**src/rtl/xsleena_mcu_pkg.sv**
```systemverilog
// Shared types and reset constants for the main-CPU <-> MCU mailbox.
// Optional build macro: XSLEENA_NO_MCU_EN (bootleg board without MCU).
package xsleena_mcu_pkg;

    typedef enum logic [1:0] {RUN, RST_HOLD, RST_REL} mcu_rst_state_t;

    localparam int MCU_LATCH_W = 8;

    localparam logic [MCU_LATCH_W-1:0] LATCH_RST = '0;
    localparam logic                   FULL_RST  = 1'b0;

endpackage

```
**src/rtl/xsleena_mcu_link_strobe.sv**
```systemverilog
// Falling-edge detector for an active-low multi-cycle strobe.
// The prev flop resets high so a strobe already low at reset release fires once.
module strobe_fall_det (
    input  logic clk_i,
    input  logic rst_ni,
    input  logic strobe_i,
    output logic fall_o
);

    logic prev_q;

    always_ff @(posedge clk_i) begin
        if (!rst_ni) prev_q <= 1'b1;
        else         prev_q <= strobe_i;
    end

    assign fall_o = prev_q & ~strobe_i;

endmodule

```
**src/rtl/xsleena_mcu_link.sv**
```systemverilog
// Main-CPU <-> 68705 mailbox: two byte latches, status flags and MCU reset sequencer.
// Define XSLEENA_NO_MCU_EN for the no-MCU build (latches only, status tied off).
module xsleena_mcu_link
    import xsleena_mcu_pkg::*;
#(
    parameter int RESET_CYCLES = 64,
    parameter int RST_CNT_W    = 8
) (
    input  logic                   clk,
    input  logic                   RSTn,
    input  logic                   W3A0En,
    input  logic                   R3A04n,
    input  logic                   R3A06n,
    input  logic [MCU_LATCH_W-1:0] DB_in,
    output logic [MCU_LATCH_W-1:0] DB_out,
    input  logic                   mcu_rd_n,
    input  logic                   mcu_wr_n,
    input  logic [MCU_LATCH_W-1:0] mcu_din,
    output logic [MCU_LATCH_W-1:0] mcu_dout,
    output logic                   mcu_int_n,
    output logic                   mcu_rst_n,
    output logic                   P5READn,
    output logic                   P5ACCEPTn
);

    logic wr_fall, rd_fall, mrd_fall, mwr_fall;
    logic mcu_en, seq_clr;

    logic [MCU_LATCH_W-1:0] m2c_byte_q, m2c_byte_d;
    logic [MCU_LATCH_W-1:0] c2m_byte_q, c2m_byte_d;
    logic                   m2c_full_q, m2c_full_d;
    logic                   c2m_full_q, c2m_full_d;

    strobe_fall_det u_wr (.clk_i(clk), .rst_ni(RSTn), .strobe_i(W3A0En),   .fall_o(wr_fall));
    strobe_fall_det u_rd (.clk_i(clk), .rst_ni(RSTn), .strobe_i(R3A04n),   .fall_o(rd_fall));
    strobe_fall_det u_mr (.clk_i(clk), .rst_ni(RSTn), .strobe_i(mcu_rd_n), .fall_o(mrd_fall));
    strobe_fall_det u_mw (.clk_i(clk), .rst_ni(RSTn), .strobe_i(mcu_wr_n), .fall_o(mwr_fall));

    // Write edges are applied last so a simultaneous clear loses.
    always_comb begin
        m2c_byte_d = m2c_byte_q;
        c2m_byte_d = c2m_byte_q;
        m2c_full_d = m2c_full_q;
        c2m_full_d = c2m_full_q;
        if (seq_clr) begin
            m2c_full_d = 1'b0;
            c2m_full_d = 1'b0;
        end
        if (mcu_en && mrd_fall) m2c_full_d = 1'b0;
        if (rd_fall)            c2m_full_d = 1'b0;
        if (wr_fall) begin
            m2c_byte_d = DB_in;
            m2c_full_d = 1'b1;
        end
        if (mcu_en && mwr_fall) begin
            c2m_byte_d = mcu_din;
            c2m_full_d = 1'b1;
        end
    end

    always_ff @(posedge clk) begin
        if (!RSTn) begin
            m2c_byte_q <= LATCH_RST;
            c2m_byte_q <= LATCH_RST;
            m2c_full_q <= FULL_RST;
            c2m_full_q <= FULL_RST;
        end else begin
            m2c_byte_q <= m2c_byte_d;
            c2m_byte_q <= c2m_byte_d;
            m2c_full_q <= m2c_full_d;
            c2m_full_q <= c2m_full_d;
        end
    end

    assign DB_out   = c2m_byte_q;
    assign mcu_dout = m2c_byte_q;

`ifdef XSLEENA_NO_MCU_EN

    assign mcu_en    = 1'b1;
    assign seq_clr   = 1'b0;
    assign P5READn   = 1'b0;
    assign P5ACCEPTn = 1'b0;
    assign mcu_rst_n = 1'b0;
    assign mcu_int_n = 1'b1;

`else

    localparam logic [RST_CNT_W-1:0] CNT_LAST = RST_CNT_W'(RESET_CYCLES - 1);

    logic           rq_fall;
    mcu_rst_state_t state_q, state_d;
    logic [RST_CNT_W-1:0] cnt_q, cnt_d;
    logic p5read_q, p5acc_q, int_q, mrst_q;

    strobe_fall_det u_rq (.clk_i(clk), .rst_ni(RSTn), .strobe_i(R3A06n), .fall_o(rq_fall));

    assign mcu_en  = (state_q == RUN);
    assign seq_clr = rq_fall;

    always_comb begin
        state_d = state_q;
        cnt_d   = cnt_q;
        unique case (state_q)
            RUN: begin
                if (rq_fall) begin
                    state_d = RST_HOLD;
                    cnt_d   = '0;
                end
            end
            RST_HOLD: begin
                if (rq_fall)               cnt_d   = '0;
                else if (cnt_q == CNT_LAST) state_d = RST_REL;
                else                       cnt_d   = cnt_q + RST_CNT_W'(1);
            end
            RST_REL: begin
                if (rq_fall) begin
                    state_d = RST_HOLD;
                    cnt_d   = '0;
                end else begin
                    state_d = RUN;
                end
            end
            default: state_d = RUN;
        endcase
    end

    // Status flops track next-state so they line up with the flag flops.
    always_ff @(posedge clk) begin
        if (!RSTn) begin
            state_q  <= RST_HOLD;
            cnt_q    <= '0;
            p5read_q <= 1'b1;
            p5acc_q  <= 1'b0;
            int_q    <= 1'b1;
            mrst_q   <= 1'b0;
        end else begin
            state_q  <= state_d;
            cnt_q    <= cnt_d;
            p5read_q <= ~c2m_full_d;
            p5acc_q  <= m2c_full_d;
            int_q    <= ~m2c_full_d;
            mrst_q   <= (state_d != RST_HOLD);
        end
    end

    assign P5READn   = p5read_q;
    assign P5ACCEPTn = p5acc_q;
    assign mcu_int_n = int_q;
    assign mcu_rst_n = mrst_q;

`endif

endmodule

```
**config.mk**
```make
export PLATFORM = sky130hd
export DESIGN_NAME = xsleena_mcu_link
export DESIGN_NICKNAME = d
export VERILOG_FILES = /design/src/rtl/xsleena_mcu_pkg.sv /design/src/rtl/xsleena_mcu_link_strobe.sv /design/src/rtl/xsleena_mcu_link.sv
export SDC_FILE = /design/constraint.sdc
export NUM_CORES = 1
export LEC_CHECK = 0
export ABC_AREA = 1
export CORE_ASPECT_RATIO = 1.5
export CORE_MARGIN = 5
export CORE_UTILIZATION = 25
export DETAILED_ROUTE_END_ITERATION = 6
export PLACE_DENSITY = 0.49
export SLEW_MARGIN = 20
export SYNTH_ARGS = -nofsm -noshare
export SYNTH_HDL_FRONTEND = slang
export SYNTH_SLANG_ARGS = --single-unit
```
**constraint.sdc**
```tcl
create_clock -name clk -period 3 [get_ports clk]
set_clock_uncertainty 0.15 [all_clocks]
set_input_delay 0.45 -clock clk [delete_from_list [all_inputs] [get_ports clk]]
set_output_delay 0.45 -clock clk [all_outputs]
set_load 0.005 [all_outputs]
```
==> results.ini, run 1 <==
[global_route]
grt_use_met1_pct = 11.6
grt-ovfl-total = 0
antenna_found_initial = 0
grt_pass1_wl_um = 6040
grt_util_met3_pct = 3.61
grt_use_met2_pct = 18.2
busiest_layer = met2
grt_start_max_net_pins = 23
grt_util_all_layers_pct = 10.6
grt_pass1_vias = 1334

[synthesis]
synthXorXnorAreaFrac_pct = 0
async_flop_share_pct = 0
synthTopCellsByArea = dfxtp_1 (50%), nor2_1 (12%), nand2_1 (7.3%)
synth_compound_area_share_pct = 9.84
ys_seq_area_share_pct = 50.2
yosys.area_share.simple_pct = 32.8
synthMuxAreaShare_pct = 0
synth-main-ff-cell = dfxtp_1
synth_top_area_share_pct = 50.2
ys_types = 22
post-synth-top-count-cell = nor2_1
yosys_warnings = 0
syn_avg_cell_area_um2 = 7.52
synth_edf_count = 0
netlist.top_cell.by_area = dfxtp_1
ys_ff_latch = 36
syn_inst = 191
synth_top_family_by_area = simple AND/OR/NAND/NOR gates
syn_area_mm2 = 0.00144
synthTopCellsByCount = nor2_1 (45), dfxtp_1 (36), nand2_1 (28), inv_1 (19), o21ai_0 (18)
synth_fa_ha_area_share_pct = 0.871
syn-num-nets = 215

[final_layout]
antenna_cells = 0
drive_gt1_share_pct = 10.4
fin_nets = 263
nFillCells = 627
stdcell_area_mm2 = 0.00204
area.growth.synth_to_final_pct = 41.9

[setup_path]
cp.depth = 1
r2r_cells = 8
required_ps = 2400
path_cells = clkdlybuf4s50_1
cp-start-kind = flip-flop
cp.arrival_ps = 1160
end_kind = output port
cp_top_family = buffers and inverters
cpPeakStageDelay_ps = 510
crit_type = reg -> out
critPathBufInv = 1
cp_max_fo = 2
cp_slowest_cell = clkdlybuf4s50_1

[cts]
cts.clk_slew.worst_paths_ps = 70
htreeDepth = 2
cts_setup_buffers = 0
cts_hold_buf = 0
clock_path_buffers = 2
cts_tree = done
clock_sinks = 36
clkLatencyLatePin_ps = 290
numCtsBuffers = 5
clockRootBuffer = clkbuf_8
post_cts_resized = 0

[sta]
finalSetupViolCount = 0
max_slew_margin_pct = 76.8
worstMarginPinSlew_ps = 347
finalMaxSlewViolations = 0
fin_crit_ps = 1760
whs_ps = 304
setup_tns_ps = 0
rsz0062_at_grt = no
fmax_ghz = 0.568
finalHoldViolCount = 0
finalCritPeriodShare_pct = 58.7

[detailed_routing]
initialDrtViolationCount = 41
routed_wl_um = 3580
drcViolationCount = 0
viasPerCell = 4.20
vias = 1302
firstDrtPassIters = 4
detail-route-antenna-nets = 0
avgRoutedWirePerCell_um = 11.5

[outcome]
status = completed

[floorplan]
dieArea_mm2 = 0.00739
die_y_um = 103
die_x_um = 71.9
rows = 33
initial_utilization_pct = 26.0
core_area_mm2 = 0.00553
io_pins = 43

[pwr]
cellLeakagePower_nw = 0.879
p_per_area_mw_per_mm2 = 473
finalPower_w = 0.000963
irDropWorstVdd_mv = 0.191

[placement]
portBuffers = 42
gp_congestion = 0.777
dpl_cell_area_mm2 = 0.00194
post-dp-hpwl_um = 2670

[min_path]
holdPathStages = 1
hp-class = reg -> reg

[job]
maxCapViolations = 0

## cell usage in the layout (no fill, tap or decap)
master            n
nor2_1           45
clkdlybuf4s50_1  42
dfxtp_1          36
nand2_1          28
inv_1            19
o21ai_0          18
nand3_1          11
a21oi_1           6
clkbuf_8          6
nand2_2           5
nand2_4           4
or2_2             3
nor2_2            2
inv_2             2
nand4_1           2
nor2_4            1
o21bai_1          1
nor3_1            1
clkinv_1          1
o211ai_1          1
nor4_1            1
a31oi_1           1
ha_1              1
clkbuf_1          1
clkinvlp_4        1
buf_4             1
## registers in the layout (all words and copies together), names as in the netlist, 2 cells and up
name      flops
DB_out        8
state_q       2
mcu_dout      8
cnt_q         8
## logic make-up (layout without fill, tap and decap cells)
logic type,Yosys count,in the layout
adders and majority gates,1,1
buffers and inverters,24,73
AOI/OAI and AO/OA,27,27
and+or+nand+nor,103,103
DFF,36,36
## power by group
part / switching [W] / internal, W
registers: 0.00000847 / 0.000493
logic: 0.0000392 / 0.0000560
clock network: 0.000179 / 0.000187
total: 0.000227 / 0.000736
## metrics by stage
stage	util, %	std cells	worst slack [ps]
after global placement	35.1	302	1040
after global routing	36.8	310	1150
after floorplan	-	191	1580
after CTS	36.8	310	1220
final	36.8	310	1240
after detailed placement	35.1	302	979
## layout make-up
class | count | area, µm² | share of cell area [%]
sequential | 36 | 721 | 35.4
multi-input combinational | 131 | 626 | 30.7
timing repair buffer | 43 | 428 | 21.0
tap | 70 | 87.6 | 4.30
clock buffer | 7 | 86.3 | 4.24
inverter | 22 | 82.6 | 4.05
clock inverter | 1 | 7.51 | 0.368
## final timing paths
check              from         end  slack [ps]
max reg2reg    cnt_q[0]    cnt_q[7]        1380
max           P5ACCEPTn   P5ACCEPTn        1240
min          state_q[1]  state_q[1]         300
min reg2reg  state_q[1]  state_q[1]         300
## metal layers
layer  up-vias  part of all wire [%]
met4         0                   2.3
met5         -                     0
li1        696                     -
met2        30                    50
met3         6                   6.1
met1       570                    42
(Power assumes the default switching activity.)
==> run 2: changes to the inputs <==
- clock period: 3 -> 1.8 ns (I/O delays scaled with it)
==> run 2 against run 1 <==
  * Clock power is 69% higher
  * Non-clock buffer count is 4 higher
  * Utilization rose by 0.59 points
  * Critical path type is now reg -> reg
  * Sequential power is 67% higher
==> results.ini, run 2 (synthesized netlist as in run 1, its figures left out) <==
[pwr]
cellLeakagePower_nw = 0.903
irDropWorstVdd_mv = 0.461
p_per_area_mw_per_mm2 = 783
p_clk_share_pct = 38.2
p_seq_share_pct = 51.6
finalPower_w = 0.00162
combPwrFrac_pct = 10.2
p_int_w = 0.00126
switchingPower_w = 0.000359
switching_share_pct = 22.1

[global_route]
grt_pass1_vias = 1323
grt-ovfl-total = 0
grt_pass1_wl_um = 6130
antenna_found_initial = 0
grt_start_max_net_pins = 26
grt_util_all_layers_pct = 10.8

[placement]
numPlacedInstances = 306
portBuffers = 42
place_ws_ps = 117
post-dp-hpwl_um = 2720
gp_congestion = 0.773

[setup_path]
end_kind = flip-flop
setup.worst_path.start = cnt_q[0]
cp-start-kind = flip-flop
reg2reg_slack_ps = 190
regToRegStartpoint = cnt_q[0]
crit_type = reg -> reg
cp_max_fo = 4
cp.arrival_ps = 1680
required_ps = 1870

[final_layout]
area.growth.synth_to_final_pct = 44.2
regArea_um2 = 721
fin_cells = 313
nFillCells = 622
antenna_cells = 0
final_cell_mix = nor2_1 (45), clkdlybuf4s50_1 (42), dfxtp_1 (36)
drive_gt1_share_pct = 11.9
final_common_cell = nor2_1
fin_nets = 267
multi_input_area_um2 = 626

[cts]
cts.clk_slew.worst_paths_ps = 70
clock_sinks = 36
clock_path_buffers = 2
cts_hold_buf = 0
post_cts_resized = 0
numCtsBuffers = 5
htreeDepth = 2
clkLatencyLatePin_ps = 280
clockRootBuffer = clkbuf_8
cts_setup_buffers = 0
cts_tree = done

[detailed_routing]
initialDrtViolationCount = 86
drcViolationCount = 0
firstDrtPassIters = 4
vias = 1317
avgRoutedWirePerCell_um = 11.4
viasPerCell = 4.21
routed_wl_um = 3570
detail-route-antenna-nets = 0

[outcome]
status = completed

[sta]
whs_ps = 312
rsz0062_at_grt = no
setup_tns_ps = 0
finalMaxSlewViolations = 0
finalHoldViolCount = 0
finalSetupViolCount = 0
max_slew_margin_pct = 79.2
setup_ws_ps = 187
worstMarginPinSlew_ps = 312
fin_crit_ps = 1610
finalCritPeriodShare_pct = 89.6
fmax_ghz = 0.620

[floorplan]
core_area_mm2 = 0.00553
rows = 33
dieArea_mm2 = 0.00739
die_x_um = 71.9
initial_utilization_pct = 26.0
die_y_um = 103
io_pins = 43

[job]
maxCapViolations = 0

[min_path]
hp-class = reg -> reg
hold_start = state_q[1]

## run 2: layout make-up
cell class              instances  area share, %
flip-flops and latches         36           34.8
multi-input cells             131           30.2
repair buffers                 47           22.1
clock buffers                   7           4.65
well taps                      70           4.23
inverters                      22           3.99
## run 2: power groups by stage
stage	clock [W]	combinational, W	sequential (W)
final	0.000620	0.000165	0.000836
after detailed placement	0	0.000168	0.000855
after global routing	0.000673	0.000186	0.000840
after floorplan	0	0.0000601	0.000854
after global placement	0	0.000169	0.000855
after CTS	0.000648	0.000169	0.000836
## run 2: path summary, 6_finish.rpt
| kind | to | cells after the start |
|---|---|---|
| worst max-delay path | cnt_q[4] | 8 |
| worst min-delay path | state_q[1] | 1 |
| worst max register to register | cnt_q[4] | 8 |
| worst min register to register | state_q[1] | 1 |
## run 2: metal layers
layer | vias up | global-route usage (%) | routed length, µm
met5 | - | 0 | 0
li1 | 702 | - | -
met4 | 0 | 5.21 | 55
met3 | 5 | 3.51 | 198
met1 | 578 | 11.1 | 1410
met2 | 32 | 19.7 | 1910
## run 2: worst max-delay path, cell delays in order, from the launching register on
cell and delay [ps]:
dfxtp_1 340, ha_1 220, nand2_2 120, nor2_4 60
nand2_2 90, nand2_2 70, a21oi_1 280, nand2_1 100
a21oi_1 120
## run 2: metrics by stage
step / instance area [µm²] / utilization, %
2_1_floorplan: 1440 / -
3_3_place_gp: 1970 / 35.7
3_5_place_dp: 1970 / 35.7
4_1_cts: 2070 / 37.4
5_1_grt: 2070 / 37.4
6_report: 2070 / 37.4
